`config.mk`:
```
export PLATFORM = sky130hd
export DESIGN_NAME = stream_demux_pkt
export DESIGN_NICKNAME = d
export VERILOG_FILES = /design/src/rtl/stream_demux_pkt.sv
export SDC_FILE = /design/constraint.sdc
export NUM_CORES = 1
export LEC_CHECK = 0
export ABC_CLOCK_PERIOD_IN_PS = 3950
export CAP_MARGIN = 10
export CORE_UTILIZATION = 44
export CTS_CLUSTER_SIZE = 16
export DETAILED_ROUTE_END_ITERATION = 8
export GPL_ROUTABILITY_DRIVEN = 0
export PLACE_DENSITY = 0.86
export SLEW_MARGIN = 20
export SYNTH_ARGS = -nofsm -noshare
export SYNTH_HDL_FRONTEND = slang
export SYNTH_SLANG_ARGS = --single-unit
```
`constraint.sdc`:
```
create_clock -name clk -period 3.95 [get_ports clk]
set_clock_uncertainty 0.1 [all_clocks]
set_input_delay 0.395 -clock clk [delete_from_list [all_inputs] [get_ports clk]]
set_output_delay 0.395 -clock clk [all_outputs]
set_load 0.03 [all_outputs]
```
`src/rtl/stream_demux_pkt.sv`:
```
// Packet-aware 1:N AXI-stream demultiplexer: the destination is locked on the first beat and held
// until the last beat. Out-of-range packets are dropped and counted.
package stream_demux_pkt_pkg;
    typedef logic [31:0] payload_t;
    typedef struct packed {
        payload_t t;
        logic     tvalid;
    } axis_req_t;
    typedef struct packed {
        logic tready;
    } axis_resp_t;
endpackage

module stream_demux_pkt #(
    parameter type         payload_t   = stream_demux_pkt_pkg::payload_t,
    parameter type         axis_req_t  = stream_demux_pkt_pkg::axis_req_t,
    parameter type         axis_resp_t = stream_demux_pkt_pkg::axis_resp_t,
    parameter int unsigned MasterNum   = 4,
    parameter int unsigned SelW        = $clog2(MasterNum) + 1,
    parameter bit          PktMode     = 1'b1,
    parameter bit          InBypass    = 1'b0,
    parameter bit          DropInvalid = 1'b1
) (
    input  logic            clk,
    input  logic            reset,
    input  axis_req_t       s_axis_req,
    output axis_resp_t      s_axis_resp,
    input  logic [SelW-1:0] s_sel,
    input  logic            s_last,
    output axis_req_t       m_axis_req  [MasterNum],
    input  axis_resp_t      m_axis_resp [MasterNum],
    output logic            busy,
    output logic [SelW-1:0] cur_sel,
    output logic [15:0]     drop_cnt
);
    localparam int unsigned DestW = $clog2(MasterNum);

    typedef enum logic [1:0] {IDLE, FWD, DROP} state_e;

    logic            h_valid;
    payload_t        h_data;
    logic [SelW-1:0] h_sel;
    logic            h_last;
    logic            pop_rdy;
    logic            consume;

    generate
        if (InBypass) begin : g_bypass
            assign h_valid            = s_axis_req.tvalid;
            assign h_data             = s_axis_req.t;
            assign h_sel              = s_sel;
            assign h_last             = s_last;
            assign s_axis_resp.tready = reset & pop_rdy;
        end else begin : g_skid
            typedef struct packed {
                payload_t        data;
                logic [SelW-1:0] sel;
                logic            last;
            } beat_t;

            beat_t      mem_q [2];
            logic       wr_ptr_q;
            logic       rd_ptr_q;
            logic [1:0] count_q;
            logic [1:0] count_d;
            logic       not_full_q;
            logic       push;

            assign push    = s_axis_req.tvalid & s_axis_resp.tready;
            assign count_d = count_q + {1'b0, push} - {1'b0, consume};

            always_ff @(posedge clk) begin
                if (push) begin
                    mem_q[wr_ptr_q] <= '{data: s_axis_req.t, sel: s_sel, last: s_last};
                end
            end

            // tready is gated by reset so it is low during reset and high on the first cycle after.
            always_ff @(posedge clk) begin
                if (!reset) begin
                    wr_ptr_q   <= 1'b0;
                    rd_ptr_q   <= 1'b0;
                    count_q    <= 2'd0;
                    not_full_q <= 1'b1;
                end else begin
                    wr_ptr_q   <= wr_ptr_q ^ push;
                    rd_ptr_q   <= rd_ptr_q ^ consume;
                    count_q    <= count_d;
                    not_full_q <= (count_d != 2'd2);
                end
            end

            assign h_valid            = (count_q != 2'd0);
            assign h_data             = mem_q[rd_ptr_q].data;
            assign h_sel              = mem_q[rd_ptr_q].sel;
            assign h_last             = mem_q[rd_ptr_q].last;
            assign s_axis_resp.tready = reset & not_full_q;
        end
    endgenerate

    state_e           state_q, state_d;
    logic [DestW-1:0] dest_q, dest_d;
    logic [DestW-1:0] d;
    logic [DestW-1:0] new_dest;
    logic             in_range;
    logic             act_fwd, act_drop, pkt_end;
    logic             busy_q, busy_d;
    logic [SelW-1:0]  cur_sel_q, cur_sel_d;
    logic [15:0]      drop_q, drop_d;

    assign in_range = (h_sel < SelW'(MasterNum));
    assign new_dest = in_range ? h_sel[DestW-1:0] : DestW'(MasterNum - 1);

    always_comb begin
        state_d   = state_q;
        dest_d    = dest_q;
        d         = dest_q;
        act_fwd   = 1'b0;
        act_drop  = 1'b0;
        pop_rdy   = 1'b0;
        consume   = 1'b0;
        pkt_end   = 1'b0;
        busy_d    = busy_q;
        cur_sel_d = cur_sel_q;
        drop_d    = drop_q;

        // The IDLE decision is combinational so a new packet starts in the same cycle it arrives.
        case (state_q)
            IDLE: begin
                if (in_range || !DropInvalid) begin
                    act_fwd = 1'b1;
                    d       = new_dest;
                end else begin
                    act_drop = 1'b1;
                end
            end
            FWD:     act_fwd  = 1'b1;
            DROP:    act_drop = 1'b1;
            default: act_drop = 1'b0;
        endcase

        pop_rdy = act_fwd ? m_axis_resp[d].tready : act_drop;
        consume = h_valid & pop_rdy;
        pkt_end = consume & (h_last | !PktMode);

        if (state_q == IDLE && h_valid) begin
            state_d = act_fwd ? FWD : DROP;
            dest_d  = d;
        end
        if (pkt_end) begin
            state_d = IDLE;
        end

        if (consume) begin
            busy_d = !h_last;
            if (!busy_q) begin
                cur_sel_d = act_fwd ? SelW'(d) : h_sel;
            end
        end
        if (pkt_end && act_drop && drop_q != 16'hFFFF) begin
            drop_d = drop_q + 16'd1;
        end
    end

    always_ff @(posedge clk) begin
        if (!reset) begin
            state_q   <= IDLE;
            dest_q    <= '0;
            busy_q    <= 1'b0;
            cur_sel_q <= '0;
            drop_q    <= '0;
        end else begin
            state_q   <= state_d;
            dest_q    <= dest_d;
            busy_q    <= busy_d;
            cur_sel_q <= cur_sel_d;
            drop_q    <= drop_d;
        end
    end

    for (genvar gi = 0; gi < MasterNum; gi++) begin : g_master
        assign m_axis_req[gi].t      = h_data;
        assign m_axis_req[gi].tvalid = h_valid & act_fwd & (d == DestW'(gi));
    end

    assign busy     = busy_q;
    assign cur_sel  = cur_sel_q;
    assign drop_cnt = drop_q;

endmodule

```
==> results of run 1 <==
cell families after synthesis:
group / after synthesis / synth area share
buffers and inverters: 113 / 0.161
DFF: 102 / 0.560
and+or+nand+nor: 88 / 0.100
muxes: 46 / 0.102
AOI/OAI and AO/OA: 22 / 0.0350
xor gates and xnor gates: 16 / 0.0284
adders and majority gates: 5 / 0.0127
final timing paths:
check	from	end	slack, ns	cells past startpoint
worst min-delay path	cur_sel[0]	cur_sel[0]	0.37	2
worst min register to register	cur_sel[0]	cur_sel[0]	0.37	2
worst max register to register	flip-flop	g_skid.not_full_q	0.71	12
worst max-delay path	flip-flop	m_axis_req[66]	0.42	6
flip-flops by register name (all words and copies together), names as in the netlist, named ones only:
name / count
g_skid.wr_ptr_q: 1
cur_sel: 3
g_skid.not_full_q: 1
g_skid.count_q: 2
g_skid.mem_q: 72
dest_q: 2
drop_cnt: 16
g_skid.rd_ptr_q: 1
busy: 1
state_q: 2
cells in the mapped netlist, drive strengths merged:
master,instances,area share
nand4b,2,0.0036
ha,5,0.013
o311ai,1,0.0018
nand4,7,0.0089
or2,2,0.0025
o211a,1,0.0020
a2111oi,1,0.0056
o211ai,1,0.0015
nor2b,3,0.0038
nand3,9,0.0091
clkbuf,6,0.0046
and3,5,0.0063
mux2,35,0.080
nor4,3,0.0051
buf,99,0.15
inv,8,0.0061
and2,18,0.023
nand2,21,0.016
edfxtp,72,0.44
dfxtp,30,0.12
mux2i,11,0.022
a221oi,1,0.0030
nor3,5,0.0061
o31a,1,0.0018
a21oi,5,0.0051
and4,3,0.0053
xor2,3,0.0053
nor2,6,0.0051
o31ai,1,0.0015
a22o,2,0.0036
xnor2,13,0.023
nand2b,4,0.0051
o21a,2,0.0030
o21ai,6,0.0061
per-layer routing:
layer | share of wire | GRT usage | up-vias
met3 | 0.056 | 0.0381 | 8
met2 | 0.54 | 0.325 | 124
li1 | - | - | 1497
met4 | 0.0072 | 0.0499 | 0
met5 | 0 | 0 | -
met1 | 0.40 | 0.208 | 1515
final cells by class:
cell class | count | area [µm²] | area share
flip-flops and latches | 102 | 2760 | 0.423
repair buffers | 200 | 1990 | 0.304
multi-input cells | 177 | 1380 | 0.211
well taps | 140 | 175 | 0.0268
clock buffers | 9 | 124 | 0.0190
clock inverters | 7 | 75.1 | 0.0115
inverters | 8 | 30.0 | 0.00459
report_power, final:
part / switching [mW] / total, mW / internal [mW] / leakage (nW)
logic: 1.34 / 2.30 / 0.959 / 1.30
clock network: 0.355 / 0.648 / 0.294 / 0.0931
registers: 0.0900 / 1.35 / 1.26 / 0.904
worst register-to-register path, delay by kind of cell, from the launching register on:
| family | cells | cell delay (ns) |
|---|---|---|
| and+or+nand+nor | 5 | 0.77 |
| DFF | 1 | 0.67 |
| adders and majority gates | 2 | 0.49 |
| muxes | 1 | 0.39 |
| AOI/OAI and AO/OA | 1 | 0.37 |
| xor gates and xnor gates | 2 | 0.29 |
| buffers and inverters | 1 | 0.04 |
per-stage QoR:
stage | worst slack, ns | instance area (µm²) | utilization | total power, mW
floorplan | 1.13 | 4930 | - | 3.11
global placement | 0.826 | 6340 | 0.582 | 3.63
detailed placement | 0.732 | 6340 | 0.582 | 3.68
CTS | 0.389 | 6540 | 0.600 | 4.32
global route | 0.153 | 6540 | 0.600 | 4.50
finish | 0.417 | 6540 | 0.600 | 4.29
==> results.py, run 1 <==
metrics = {
    "clock_tree": {
        "cts_hold_buffers": 0,
        "root_buffer": "clkbuf_8",
        "cts-htree-levels": 3,
        "cts_resized": 0,
        "cts_setup_buffers": 0,
        "cts_tree": "built",
        "cts_buffers": 9,
        "clkSinkCount": 102,
        "clk_pin_slew_ns": 0.10,
        "clk_latency_ns": 0.36,
        "clk_path_buf_depth": 2,
    },
    "layout": {
        "drive_gt1_frac": 0.129,
        "final_common_cell": "clkdlybuf4s50_1",
        "instances_no_fill": 643,
        "nNetsFinal": 546,
        "diodes": 0,
        "fillers": 852,
        "syn2layout_area_growth_pct": 32.6,
        "final_cell_mix": "clkdlybuf4s50_1, edfxtp_1, mux2_2, dfxtp_1, nand2_1",
    },
    "floorplanning": {
        "die_w_um": 108,
        "core_area_um2": 10900,
        "die_y_um": 108,
        "initial_core_util": 0.453,
        "rows": 38,
        "die-area_um2": 11600,
        "ios": 196,
    },
    "global_route": {
        "track_usage": 0.178,
        "antenna_found_initial": 0,
        "grt_pass1_vias": 3028,
        "grt_overflow": 0,
        "grt_pass1_wl_um": 15700,
        "grt_start_max_net_pins": 34,
    },
    "worst_setup_path": {
        "critPathKind": "flip-flop to primary output",
        "crit_arrival_ns": 3.04,
        "critPathRequiredTime_ns": 3.45,
        "critPathCaptureType": "primary output",
        "path_cells": "mux2i_1 -> buf_4 -> nand2_1 -> o21ai_0 -> and3_1 -> clkdlybuf4s50_1",
        "path_delay_family": "buffers and inverters",
        "cpPeakStageDelay_ns": 0.68,
        "critPathMaxFanout": 19,
        "cp_slowest_cell": "clkdlybuf4s50_1",
        "path_buf_inv": 2,
        "critPathLaunchType": "flip-flop",
    },
    "routing": {
        "drtAntennaViolNets": 0,
        "via_per_inst": 4.89,
        "drt-initial-drc-count": 62,
        "wl_per_cell_um": 15.6,
        "num_vias": 3144,
        "routed_wl_um": 10000,
        "first_pass_iters": 4,
        "drc_errors": 0,
    },
    "synthesis": {
        "synth_cells": 392,
        "synth_seq_cells": 102,
        "ys_types": 41,
        "netlist_area_um2": 4930,
        "synth_nets": 440,
        "synth-seq-area-share": 0.560,
        "avgSynthCellArea_um2": 12.6,
        "yosysWarnings": 0,
    },
    "sta": {
        "drv_slew": 0,
        "period_share": 0.894,
        "maxSlewHeadroom": 0.602,
        "worst_slew_pin_slew_ns": 0.591,
        "hold_violations": 0,
        "rsz0062_at_grt": "no",
        "final.min_clock_period_ns": 3.53,
        "tns_ns": 0,
        "setup_viol": 0,
        "hold_ws_ns": 0.366,
        "fmax_mhz": 283,
    },
    "status": {
        "status": "completed",
    },
    "placed_design": {
        "port-buffer-count": 195,
        "dp_hpwl_um": 7390,
        "dp.cells": 627,
    },
    "run": {
        "maxCapViolations": 0,
    },
    "worst_hold_path": {
        "hp-class": "flip-flop to flip-flop",
    },
    "power": {
        "leakage_nw": 2.30,
        "p_per_area_nw_per_um2": 657,
        "ir_worst_vdd_uv": 400,
    },
}
(Power assumes the default switching activity.)
==> run 2, diff against run 1 <==
- CORE_ASPECT_RATIO: unset -> 0.75
==> run 2 against run 1 <==
  * Flip-flop and latch count stayed put
  * Final cell count down 0.16%
  * Power rose by 3.6%
  * Critical endpoint is now m_axis_req[0]
  * Largest cell class unchanged
==> results.py, run 2 (synthesis results as in run 1) <==
metrics = {
    "power": {
        "power_frac_comb": 0.515,
        "p_sw_frac": 0.403,
        "cellInternalPower_mw": 2.65,
        "ir_worst_vdd_uv": 252,
        "finalPower_mw": 4.45,
        "share_seq_of_total_power": 0.301,
        "power.net_switching_mw": 1.79,
        "leakage_nw": 2.34,
        "p_per_area_nw_per_um2": 672,
        "p_clk_frac": 0.184,
    },
    "worst_setup_path": {
        "cp_slowest_cell": "clkdlybuf4s50_1",
        "cpPeakStageDelay_ns": 0.67,
        "critPathMaxFanout": 15,
        "r2r_setup_slack_ns": 0.84,
        "critPathRequiredTime_ns": 3.45,
        "critPathLaunchType": "flip-flop",
        "path_cells": "mux2i_1 -> buf_4 -> nand2_1 -> o21ai_0 -> and3_1 -> clkdlybuf4s50_1",
        "critPathKind": "flip-flop to primary output",
        "critPathCaptureType": "primary output",
        "crit_arrival_ns": 2.88,
    },
    "layout": {
        "top_register": "g_skid.mem_q",
        "drive_gt1_frac": 0.129,
        "diodes": 0,
        "largest_reg_flops": 72,
        "syn2layout_area_growth_pct": 34.2,
        "fillers": 854,
        "nNetsFinal": 546,
        "final_common_cell": "clkdlybuf4s50_1",
        "final_cell_mix": "clkdlybuf4s50_1, edfxtp_1, mux2_2, dfxtp_1, nand2_1",
    },
    "sta": {
        "tns_ns": 0,
        "period_share": 0.853,
        "setup_viol": 0,
        "rsz0062_at_grt": "no",
        "drv_slew": 0,
        "final.min_clock_period_ns": 3.37,
        "hold_violations": 0,
        "maxSlewHeadroom": 0.492,
        "fmax_mhz": 297,
        "worst_slew_pin_slew_ns": 0.762,
    },
    "global_route": {
        "antenna_found_initial": 0,
        "grt_overflow": 0,
        "track_usage": 0.166,
        "grt_pass1_vias": 2960,
        "grt_start_max_net_pins": 35,
        "grt_pass1_wl_um": 14900,
    },
    "clock_tree": {
        "cts_hold_buffers": 0,
        "cts_resized": 0,
        "clk_path_buf_depth": 2,
        "clk_latency_ns": 0.33,
        "cts_buffers": 9,
        "clk_pin_slew_ns": 0.07,
        "root_buffer": "clkbuf_16",
        "clkSinkCount": 102,
        "cts-htree-levels": 3,
        "cts_tree": "built",
        "cts_setup_buffers": 0,
    },
    "floorplanning": {
        "die_y_um": 93.7,
        "rows": 33,
        "die_w_um": 124,
        "core_area_um2": 10900,
        "ios": 196,
        "initial_core_util": 0.452,
        "die-area_um2": 11600,
    },
    "routing": {
        "wl_per_cell_um": 15.3,
        "routed_wl_um": 9820,
        "via_per_inst": 4.94,
        "drtAntennaViolNets": 0,
        "num_vias": 3173,
        "drc_errors": 0,
        "first_pass_iters": 4,
        "drt-initial-drc-count": 217,
    },
    "worst_hold_path": {
        "hp-class": "flip-flop to flip-flop",
        "min_from": "cur_sel[1]",
    },
    "placed_design": {
        "dp_hpwl_um": 7240,
        "port-buffer-count": 195,
    },
    "run": {
        "maxCapViolations": 0,
    },
    "status": {
        "status": "completed",
    },
}
-- run 2: cell types whose count changed in the layout (fill, tap and decap cells not counted), sizes merged --
cell / change
clkinv: -3
inv: +3
bufinv: -1
-- run 2: final cells by class --
type                    count  area (µm²)  share of cell area
clock buffers               9         225              0.0340
clock inverters             6        55.1             0.00832
inverters                   8        30.0             0.00454
multi-input cells         177        1380               0.208
flip-flops and latches    102        2760               0.418
well taps                 140         175              0.0265
repair buffers            200        1990               0.301
-- run 2: per-layer routing --
metal / global-route usage / vias to the layer above / wire length, µm
li1: - / 1493 / -
met1: 0.181 / 1545 / 3790
met2: 0.314 / 128 / 5350
met3: 0.0490 / 7 / 612
met4: 0.0422 / 0 / 63
met5: 0 / - / 0
-- run 2: power groups by stage --
stage | combinational, mW | sequential [mW] | clock [mW]
2_1_floorplan | 1.75 | 1.36 | 0
3_3_place_gp | 2.27 | 1.36 | 0
3_5_place_dp | 2.30 | 1.36 | 0
4_1_cts | 2.31 | 1.34 | 0.849
5_1_grt | 2.40 | 1.35 | 0.897
6_report | 2.29 | 1.34 | 0.819
-- run 2: final timing paths --
| path | end | cells past startpoint |
|---|---|---|
| setup / recovery | m_axis_req[0] | 6 |
| hold / removal | cur_sel[1] | 2 |
| setup reg to reg | g_skid.not_full_q | 12 |
| hold reg to reg | cur_sel[1] | 2 |
-- run 2: stage by stage --
step / hold slack [ns] / instances / setup WS, ns / utilization / area, µm²
after CTS: 0.359 / 642 / 0.545 / 0.607 / 6620
after global routing: 0.381 / 642 / 0.346 / 0.607 / 6620
after floorplan: 0.361 / 392 / 1.13 / - / 4930
after global placement: 0.351 / 627 / 0.943 / 0.581 / 6340
after detailed placement: 0.349 / 627 / 0.817 / 0.581 / 6340
final: 0.358 / 642 / 0.579 / 0.607 / 6620
-- run 2: critical path, delay by kind of cell (launching register included) --
kind / cells / cell delay, ns
muxes: 1 / 0.25
DFF: 1 / 0.55
and+or+nand+nor: 2 / 0.33
buffers and inverters: 2 / 0.88
AOI/OAI and AO/OA: 1 / 0.52
==> RTL change (config.mk and constraints of run 2) <==
Register the output `drop_cnt` once more, with the module's reset; this adds one clock of latency there. The other outputs are not delayed to match.
--- a/src/rtl/stream_demux_pkt.sv
+++ b/src/rtl/stream_demux_pkt.sv
@@ -185,7 +185,13 @@
 
     assign busy     = busy_q;
     assign cur_sel  = cur_sel_q;
-    assign drop_cnt = drop_q;
+    always_ff @(posedge clk) begin
+        if (!reset) begin
+            drop_cnt <= '0;
+        end else begin
+            drop_cnt <= drop_q;
+        end
+    end
 
 endmodule
 
Formal check against the unedited RTL: not equivalent (Yosys sat finds a counterexample within 4 cycles, from zero or initial values and one cycle with reset low).
==> RTL change against run 2 <==
- power is 36% higher
- synthesized area grew 9.3%
- wire length grew 18%
- sequential share of layout area is 0.36 points lower
- design area up 13%
- global-route usage grew 2.0 points
- sequential cell count is 16 higher
- worst setup slack better by 0.032 ns
- critical path type unchanged
==> RTL change: results (changes against run 2) <==
stage,metric,value,unit,change
sta,hold_violations,0,,unchanged
routing,wl_per_cell,16.4,µm,+7.2%
critical_path,ff2ff_setup_slack,0.82,ns,-0.02 ns
routing,first_iter_violations,137,,-37%
yosys,synth-compound-area-share,3.48,%,-0.018 points
critical_path,r2r_end,g_skid.not_full_q,,
clock_network,cts_made_buffers,17,,+8
power_and_ir_drop,p_leak,2.67,nW,+14%
hold_path,min_to,cur_sel[2],,
yosys,synth_adder_area_share,1.16,%,-0.11 points
yosys,synthTopCellsByArea,"edfxtp_1 (40%), dfxtp_1 (17%), buf_4 (13%), mux2_2 (7.1%), and2_1 (3.9%)",,
global_routing,grt_max_degree,50,,+43%
sta,timing.slew.headroom,36.8,%,-12 points
hold_path,holdPathStages,2,,unchanged
critical_path,crit_path_top_delay_cell,clkdlybuf4s50_1,,
critical_path,critPathMaxFanout,11,,-4
clock_network,h-tree-depth,4,,+1
run_status,outcome,"finished, final reports clean",,
clock_network,path_clk_slew,0.06,ns,
routing,vias,3451,,+8.8%
critical_path,arrival,2.84,ns,-0.04 ns
place,dp_hpwl,8240,µm,+14%
final_layout,n_antenna_cell,0,,unchanged
global_routing,grt_pass1_wl,17900,µm,+20%
final_layout,nets,582,,+6.6%
power_and_ir_drop,power.total,6.04,mW,+36%
power_and_ir_drop,p_comb_share,46.7,%,-4.8 points
routing,drt_first_pass_iters,4,,unchanged
critical_path,regToRegStartpoint,state_q[1],,
power_and_ir_drop,ir_drop,0.000458,V,+82%
hold_path,hold_path_startpoint,cur_sel[2],,
yosys,synthTopCellsByCount,"buf_4 (96), edfxtp_1 (72), dfxtp_1 (46)",,
power_and_ir_drop,p_switching,2.32,mW,+29%
final_layout,nFillCells,893,,+4.6%
yosys,muxShareOfSynthArea,9.11,%,-1.1 points
global_routing,antenna_found_initial,0,,unchanged
place,placement.io_buffers,195,,unchanged
yosys,ys.warnings.count,0,,unchanged
critical_path,worstRegToRegCells,12,,unchanged
clock_network,clock_latency,0.40,ns,+0.07 ns
yosys,synth_nets,472,,+7.3%
clock_network,cts-root-buf,clkbuf_16,,
yosys,yosysSeqAreaShare,57.2,%,+1.2 points
clock_network,ctsLongestPathBuffers,2,,unchanged
yosys,synth_edf_count,72,,unchanged
yosys,ys_types,47,,+15%
clock_network,cts_repair_resize_count,0,,unchanged
critical_path,crit_family,simple AND/OR/NAND/NOR gates,,
critical_path,max_stage_delay,0.68,ns,
clock_network,post-cts-setup-buffers,0,,unchanged
final_layout,reg_top3,"g_skid.mem_q x72, drop_cnt x16, drop_q x16",,
power_and_ir_drop,p_seq_share,25.2,%,-4.9 points
yosys,synthArstFlopShare,0,%,unchanged
final_layout,drive_gt1_share,14.8,%,+1.9 points
global_routing,grt_use_total,18.6,%,+2.0 points
hold_path,hp-class,reg2reg,,
yosys,synthXorXnorAreaFrac,2.60,%,-0.24 points
yosys,synth_area,0.00539,mm²,+9.3%
==> RTL change: changes by cell type after synthesis, moves of 3 or more <==
| cell | run 2 | this run |
|---|---|---|
| mux2i_1 | 11 | 7 |
| and2_1 | 18 | 34 |
| dfxtp_1 | 30 | 46 |
| nor2_1 | 5 | 8 |
==> RTL change: area by class of cell <==
| class | instances | area share (%) |
|---|---|---|
| clock buffer | 18 | 5.76 |
| inverter | 6 | 0.302 |
| clock inverter | 14 | 3.01 |
| tap | 162 | 2.72 |
| multi-input combinational | 194 | 20.4 |
| sequential | 118 | 41.4 |
| timing repair buffer | 197 | 26.4 |
==> RTL change: per-stage QoR <==
stage	instance area, µm²	hold slack, ns	cells	setup slack (ns)
floorplan	5390	0.361	424	1.18
global placement	6800	0.356	677	1.11
detailed placement	6800	0.360	677	0.882
CTS	7450	0.371	709	0.653
global route	7450	0.391	709	0.514
finish	7450	0.372	709	0.612
==> RTL change: worst max-delay path by stage <==
| stage | slack [ns] | to | cells past startpoint | start |
|---|---|---|---|---|
| floorplan | 1.18 | g_skid.not_full_q | 13 | flip-flop |
| global placement | 1.11 | g_skid.not_full_q | 12 | state_q[1] |
| detailed placement | 0.88 | g_skid.not_full_q | 12 | state_q[1] |
| CTS | 0.65 | m_axis_req[0] | 6 | state_q[1] |
| global route | 0.51 | m_axis_req[0] | 6 | state_q[1] |
| finish | 0.61 | m_axis_req[0] | 6 | state_q[1] |
==> RTL change: layer usage <==
layer	track usage, %	vias to the layer above	part of all wire (%)	wire [µm]
li1	-	1608	-	-
met1	19.6	1687	37	4300
met2	35.4	142	55	6430
met3	4.71	14	6.5	757
met4	6.53	0	1.2	141
met5	0	-	0	0
